[src/rtl/io_output_arbiter_rr.sv]
// rtl/io_output_arbiter_rr.sv - round-robin print arbiter feeding a core-tagged output FIFO
module io_output_arbiter_rr #(
  parameter  int NUM_CORES  = 2,
  parameter  int DATA_WIDTH = 32,
  parameter  int FIFO_DEPTH = 4,
  localparam int ID_W       = (NUM_CORES > 1) ? $clog2(NUM_CORES) : 1,
  localparam int LVL_W      = $clog2(FIFO_DEPTH) + 1
) (
  input  logic                            clk,
  input  logic                            rst_n,
  input  logic [NUM_CORES-1:0]            req_i,
  input  logic [NUM_CORES*DATA_WIDTH-1:0] data_i,
  output logic [NUM_CORES-1:0]            done_o,
  output logic                            print_valid_o,
  output logic [DATA_WIDTH-1:0]           print_data_o,
  output logic [ID_W-1:0]                 print_id_o,
  input  logic                            print_ready_i,
  output logic [LVL_W-1:0]                fifo_level_o
);

  localparam int PTR_W = $clog2(FIFO_DEPTH);
  localparam int ENT_W = ID_W + DATA_WIDTH;

  logic [ID_W-1:0]        rr_ptr;
  logic [NUM_CORES-1:0]   eligible;
  logic [2*NUM_CORES-1:0] eligible_dbl;
  logic [NUM_CORES-1:0]   eligible_rot;
  logic                   grant_valid;
  logic [ID_W-1:0]        grant_idx;
  logic [DATA_WIDTH-1:0]  grant_data;
  logic [NUM_CORES-1:0]   done_next;
  int                     idx_sum;

  logic [ENT_W-1:0]       mem [FIFO_DEPTH];
  logic [ENT_W-1:0]       head;
  logic [PTR_W-1:0]       rd_ptr;
  logic [PTR_W-1:0]       wr_ptr;
  logic [LVL_W-1:0]       level;
  logic                   push;
  logic                   pop;

  // Rotating a doubled copy puts core ptr+1 at bit 0, so the lowest set bit wins.
  always_comb begin
    eligible     = req_i & ~done_o;
    eligible_dbl = {eligible, eligible} >> (int'(rr_ptr) + 1);
    eligible_rot = eligible_dbl[NUM_CORES-1:0];
    grant_valid  = 1'b0;
    grant_idx    = '0;
    idx_sum      = 0;
    for (int i = 0; i < NUM_CORES; i++) begin
      if (!grant_valid && eligible_rot[i]) begin
        grant_valid = 1'b1;
        idx_sum     = int'(rr_ptr) + 1 + i;
        if (idx_sum >= NUM_CORES) idx_sum = idx_sum - NUM_CORES;
        grant_idx   = idx_sum[ID_W-1:0];
      end
    end
  end

  assign push = grant_valid && (level < LVL_W'(FIFO_DEPTH));
  assign pop  = (level != '0) && print_ready_i;

  always_comb begin
    grant_data = '0;
    done_next  = '0;
    for (int i = 0; i < NUM_CORES; i++) begin
      if (grant_idx == ID_W'(i)) begin
        grant_data   = data_i[i*DATA_WIDTH +: DATA_WIDTH];
        done_next[i] = push;
      end
    end
  end

  always_ff @(posedge clk or negedge rst_n) begin
    if (!rst_n) begin
      rr_ptr <= ID_W'(NUM_CORES - 1);
      done_o <= '0;
      rd_ptr <= '0;
      wr_ptr <= '0;
      level  <= '0;
    end else begin
      done_o <= done_next;
      if (push) begin
        wr_ptr <= wr_ptr + 1'b1;
        rr_ptr <= grant_idx;
      end
      if (pop) rd_ptr <= rd_ptr + 1'b1;
      case ({push, pop})
        2'b10:   level <= level + 1'b1;
        2'b01:   level <= level - 1'b1;
        default: level <= level;
      endcase
    end
  end

  // Storage needs no reset: the head is masked to zero whenever the level is zero.
  always_ff @(posedge clk) begin
    if (push) mem[wr_ptr] <= {grant_idx, grant_data};
  end

  assign head          = mem[rd_ptr];
  assign print_valid_o = (level != '0);
  assign print_data_o  = print_valid_o ? head[DATA_WIDTH-1:0] : '0;
  assign print_id_o    = print_valid_o ? head[ENT_W-1 -: ID_W] : '0;
  assign fifo_level_o  = level;

endmodule

[config.mk]
export PLATFORM = sky130hd
export DESIGN_NAME = io_output_arbiter_rr
export DESIGN_NICKNAME = d
export VERILOG_FILES = /design/src/rtl/io_output_arbiter_rr.sv
export SDC_FILE = /design/constraint.sdc
export NUM_CORES = 1
export LEC_CHECK = 0
export ABC_AREA = 1
export BUFFER_PORTS_ARGS = -buffer_cell sky130_fd_sc_hd__buf_2
export CAP_MARGIN = 20
export CORE_MARGIN = 2
export CORE_UTILIZATION = 51
export CTS_CLUSTER_DIAMETER = 40
export CTS_CLUSTER_SIZE = 8
export DETAILED_ROUTE_END_ITERATION = 8
export PLACE_DENSITY_LB_ADDON = 0.15
export SLEW_MARGIN = 0
export SYNTH_ARGS = -nofsm -noshare
export SYNTH_HDL_FRONTEND = slang
export SYNTH_SLANG_ARGS = --single-unit
[constraint.sdc]
create_clock -name clk -period 2.6 [get_ports clk]
set_input_delay 0.78 -clock clk [delete_from_list [all_inputs] [get_ports clk]]
set_output_delay 0.78 -clock clk [all_outputs]
set_load 0.1 [all_outputs]
Word-level counts from Yosys, hierarchy flattened --
Memories as Yosys holds them, arrays and structs flattened. Index checks and enable logic that the tools add are counted.
Storage, ports and cells: register bits after elaboration 10, bits in latches 0, memory bits (writable) 132, memory bits (read-only) 0, input port bits 69, output and inout bits 39, logic and storage cells 42, memories 1
Operators by class: $add $sub $neg 8, $mul 0, div/mod/pow operators 0, magnitude comparators 3, eq/ne operators 2, shifts and indexed selects 1, muxes and demuxes 14, bitwise gates (word level) 2, reductions and logical operators 6
Memories:
- mem | depth 4, bits a word 33, read ports 1, clocked after memory_dff 0, write ports 1, line 34 | logic [ENT_W-1:0] mem [FIFO_DEPTH];
Operator list (count):
- two-way mux 32 bit | 2
- two-way mux 1 bit | 11
- one-hot mux 3 bit (2 select lines) | 1
- adder 2 x 1 -> 2 bit (second input constant) | 2
- >> shifter 4 x 2 -> 2 bit | 1
- adder 2 x 1 -> 3 bit (second input constant) | 1
- adder 3 x 1 -> 3 bit (second input constant) | 1
- greater-or-equal comparator 3 x 2 -> 1 bit (second input constant) | 1
- logical AND 1 bit | 3
- < comparator 3 bit (second input constant) | 1
- nonzero test 3 bit | 1
- subtractor 3 x 1 -> 3 bit (second input constant) | 1
- adder 1 x 1 -> 2 bit (second input constant) | 1
- bitwise AND 2 bit | 1
- equality test 2 x 1 -> 1 bit (second input constant) | 1
- equality test 2 bit (second input constant) | 1
- greater-or-equal comparator 2 bit (second input constant) | 1
- NOT 2 bit | 1
- nonzero test 2 bit | 1
- subtractor 1 bit (second input constant) | 2
- zero test 1 bit | 1

Logic depth before layout (Yosys ltp) --
depth after elaboration 10, mapped depth 12, gate-level depth less buffers 12

Worst setup path before layout --
Ideal clock, no wire load.
path type reg-to-output, start point reg level[2], in the netlist fifo_level_o[2], end point out print_data_o[10], data arrival time 3500 ps, required time 1820 ps, path slack -1680 ps, stages on the path, launching flop included 6, path buffers 1, cell sequence dfrtp_1 -> inv_1 -> nand3_2 -> inv_1 -> buf_4 -> a21oi_1
On the way: cells in the longest elaborated chain, start to end 2
RTL lines:
- start, declared | line 38 | logic [LVL_W-1:0] level;
- start signal, assigned | line 89 | 2'b10: level <= level + 1'b1;
- start signal, assigned | line 90 | 2'b01: level <= level - 1'b1;
- start signal, assigned | line 91 | default: level <= level;
- nonzero test 3 bit | line 102 | assign print_valid_o = (level != '0);
- named net print_valid_o | line 14 | output logic print_valid_o,
- two-way mux 32 bit | line 103 | assign print_data_o = print_valid_o ? head[DATA_WIDTH-1:0] : '0;
- end, declared | line 15 | output logic [DATA_WIDTH-1:0] print_data_o,
The timed path passes the listed nets, and every way through them passes these cells.

Worst setup path in the final report --
start point reg level[2], in the netlist fifo_level_o[2], end point out print_data_o[24]
On the way: cells in the longest elaborated chain, start to end 2
RTL lines (line):
- nonzero test 3 bit | 102
- two-way mux 32 bit | 103
No other way between the ends.

==> results.py <==
metrics = {
    "drt": {
        "routed-via-count": 4840,
        "viasPerCell": 4.85,
        "postRouteAntennaNets": 0,
        "drt_iter0_drc": 310,
        "finalWirelength_mm": 14.5,
        "detail_route.first_pass.iterations": 5,
        "wl_per_cell_microns": 14.5,
        "drc": 0,
    },
    "synthesis": {
        "yosysWarnings": 0,
        "netlist_area_sq_mm": 0.00660,
        "synth_top_area_share_pct": 60.1,
        "synthTopCellsByArea": "edfxtp_1, nand2_1, inv_1, nand3_1, dfrtp_1",
        "synth_edf_count": 132,
        "ys_seq_area_share_pct": 63.9,
        "synth_fp_nets": 771,
        "yosysTopAreaCell": "edfxtp_1",
        "async_flop_share_pct": 7.04,
        "syn_inst": 696,
        "postSynthAreaPerCell_sq_um": 9.48,
        "synth.distinct_cells": 19,
        "ys.flop_type": "edfxtp_1",
        "ys_seq_elements": 142,
    },
    "sta": {
        "rsz0062_at_grt": "true",
        "holdWs_ns": 0.235,
        "min_period_ns": 2.59,
        "max_clock_freq_mhz": 386,
        "setup_viol": 0,
        "finalHoldViolations": 0,
        "worst_pin_slew_ns": 0.486,
        "max_slew_margin_pct": 67.9,
        "timing.final.crit_share_pct": 99.7,
        "fin_worst_skew_ns": 0.00737,
        "layout_setup_ws_ns": 0.00857,
        "slew_violations": 0,
    },
    "finish": {
        "area_growth_pct": 35.4,
        "layout.nets": 888,
        "fill_cells": 899,
        "n_antenna_cell": 0,
        "drive_gt1_share_pct": 25.2,
        "layout.cells.non_filler": 998,
    },
    "floorplan": {
        "initial_core_util_pct": 52.3,
        "die_area_sq_mm": 0.0139,
        "coreArea_sq_mm": 0.0126,
        "die_h_microns": 118,
        "ioPinCount": 108,
        "rows": 41,
        "die_x_microns": 118,
    },
    "global_route": {
        "grt_pass1_wl_mm": 23.9,
        "grt_pass1_vias": 4961,
        "antenna_found_initial": 0,
        "grt_max_degree": 45,
        "grt_usage_pct": 22.2,
        "gr-total-overflow": 0,
    },
    "worst_setup_path": {
        "cp_slowest_cell": "dfrtp_4",
        "crit_type": "register to output port",
        "reg2reg_to": "fifo_level_o[1]",
        "cp-startpoint": "fifo_level_o[2]",
        "crit_family": "buffers and inverters",
        "critical_path.max_stage_delay_ns": 0.50,
        "crit_arrival_ns": 1.81,
        "reg2reg_from": "fifo_level_o[2]",
        "end_kind": "output port",
        "path_depth": 6,
        "crit_path_cell_trace": "inv_4, nand3_4, clkinvlp_4, buf_12, a21oi_4, buf_12",
        "reg2reg_slack_ns": 0.74,
        "crit_buf_inv": 4,
        "r2r_cells": 8,
        "setup.worst_path.start_class": "register",
        "critPathCapture": "print_data_o[24]",
        "crit_top_cell": "buf_12",
        "crit_required_ns": 1.82,
        "crit_path_max_fanout": 26,
    },
    "place": {
        "io_buffers": 107,
        "gp_congestion": 0.819,
        "place_inst": 966,
        "dp_hpwl_mm": 9.28,
        "pre_cts_ws_ns": 0.437,
    },
    "clock_tree": {
        "cts_root_buffer": "clkbuf_16",
        "cts.clk_slew.worst_paths_ns": 0.06,
        "htree_levels": 4,
        "post-cts-setup-buffer-count": 0,
        "cts_inserted_buffers": 17,
        "cts.path.max_buffers": 2,
        "clk-insertion-delay-late_ns": 0.41,
        "holdBufCountCts": 0,
        "cts_tree": "built",
        "cts_sinks": 142,
    },
    "worst_hold_path": {
        "hold_class": "input port to async pin",
    },
    "flow_run": {
        "maxCapViolations": 0,
    },
    "run_status": {
        "status": "complete, no violations",
    },
}
==> through the flow <==
step	utilization, %	instance area (sq um)	TNS (ns)
final	70.8	8930	0
after global placement	65.9	8320	0
after CTS	70.8	8930	-0.0107
after global routing	70.8	8930	-1.12
after detailed placement	65.9	8320	0
after floorplan	-	7030	-69.95
==> registers in the layout, indices dropped and copies added, names as in the netlist <==
name          cells
rr_ptr            1
wr_ptr            2
fifo_level_o      3
done_o            2
mem             132
rd_ptr            2
==> timing repair <==
item	CTS	global route
endpoints found under the hold margin	0	0
pin swaps	0	0
resized for setup	1	2
setup endpoints to repair	1	32
==> layout make-up <==
| class | instances | area [sq um] | area share (%) |
|---|---|---|---|
| inverters | 153 | 588 | 6.58 |
| multi-input cells | 370 | 2010 | 22.5 |
| clock inverters | 13 | 171 | 1.92 |
| flip-flops and latches | 142 | 4230 | 47.3 |
| clock buffers | 19 | 433 | 4.85 |
| well taps | 172 | 215 | 2.41 |
| repair buffers | 129 | 1290 | 14.4 |
==> cells by family after synthesis <==
family	share of synthesized area [%]
XOR/XNOR	0.266
adder cells (fa/ha/maj)	1.25
AND/OR/NAND/NOR	20.1
AO/OA/AOI/OAI	2.66
flip-flops	63.9
buffers and inverters	11.8
==> synth_stat cells (3+ instances only) <==
master and number:
nand2_1 248, inv_1 150, edfxtp_1 132, nand3_1 71
a21oi_1 33, buf_2 12, buf_4 10, dfrtp_1 9
nor2_1 6, buf_6 5, ha_1 5, clkbuf_1 4
inv_2 3
==> cells in the final DEF, fill, tap and decap left out, types with 2 or more instances in the layout <==
cell type | synthesis | final
clkbuf_16 | 0 | 17
ha_1 | 5 | 5
buf_4 | 10 | 14
o21ai_0 | 2 | 2
inv_2 | 3 | 2
clkinv_2 | 0 | 5
clkinvlp_4 | 0 | 4
buf_12 | 0 | 40
nand2_1 | 248 | 248
inv_4 | 0 | 4
inv_1 | 150 | 146
nand3_1 | 71 | 71
bufinv_16 | 0 | 4
clkbuf_1 | 4 | 2
xnor2_1 | 2 | 2
dfrtp_4 | 0 | 3
dfrtp_1 | 9 | 5
buf_2 | 12 | 74
nor2_4 | 0 | 4
nor2_1 | 6 | 2
a21oi_4 | 0 | 33
edfxtp_1 | 132 | 132
==> worst min path at each step <==
stage	endpoint	slack, ns	depth (start not counted)
3_3_place_gp	rr_ptr	0.46	2
4_1_cts	fifo_level_o[1]	0.23	1
6_report	fifo_level_o[1]	0.24	1
3_5_place_dp	rr_ptr	0.46	2
5_1_grt	fifo_level_o[1]	0.23	1
2_1_floorplan	rr_ptr	0.45	2
==> metal layers <==
layer	GRT usage, %	routed length [microns]	up-vias
li1	-	-	2408
met1	26.6	5960	2257
met2	38.4	7520	159
met3	5.72	842	16
met4	8.58	161	0
met5	0	0	-
Power is left out: the tool's default activity adds up to more than one toggle a clock period on the data nets, which glitch-free logic cannot reach.
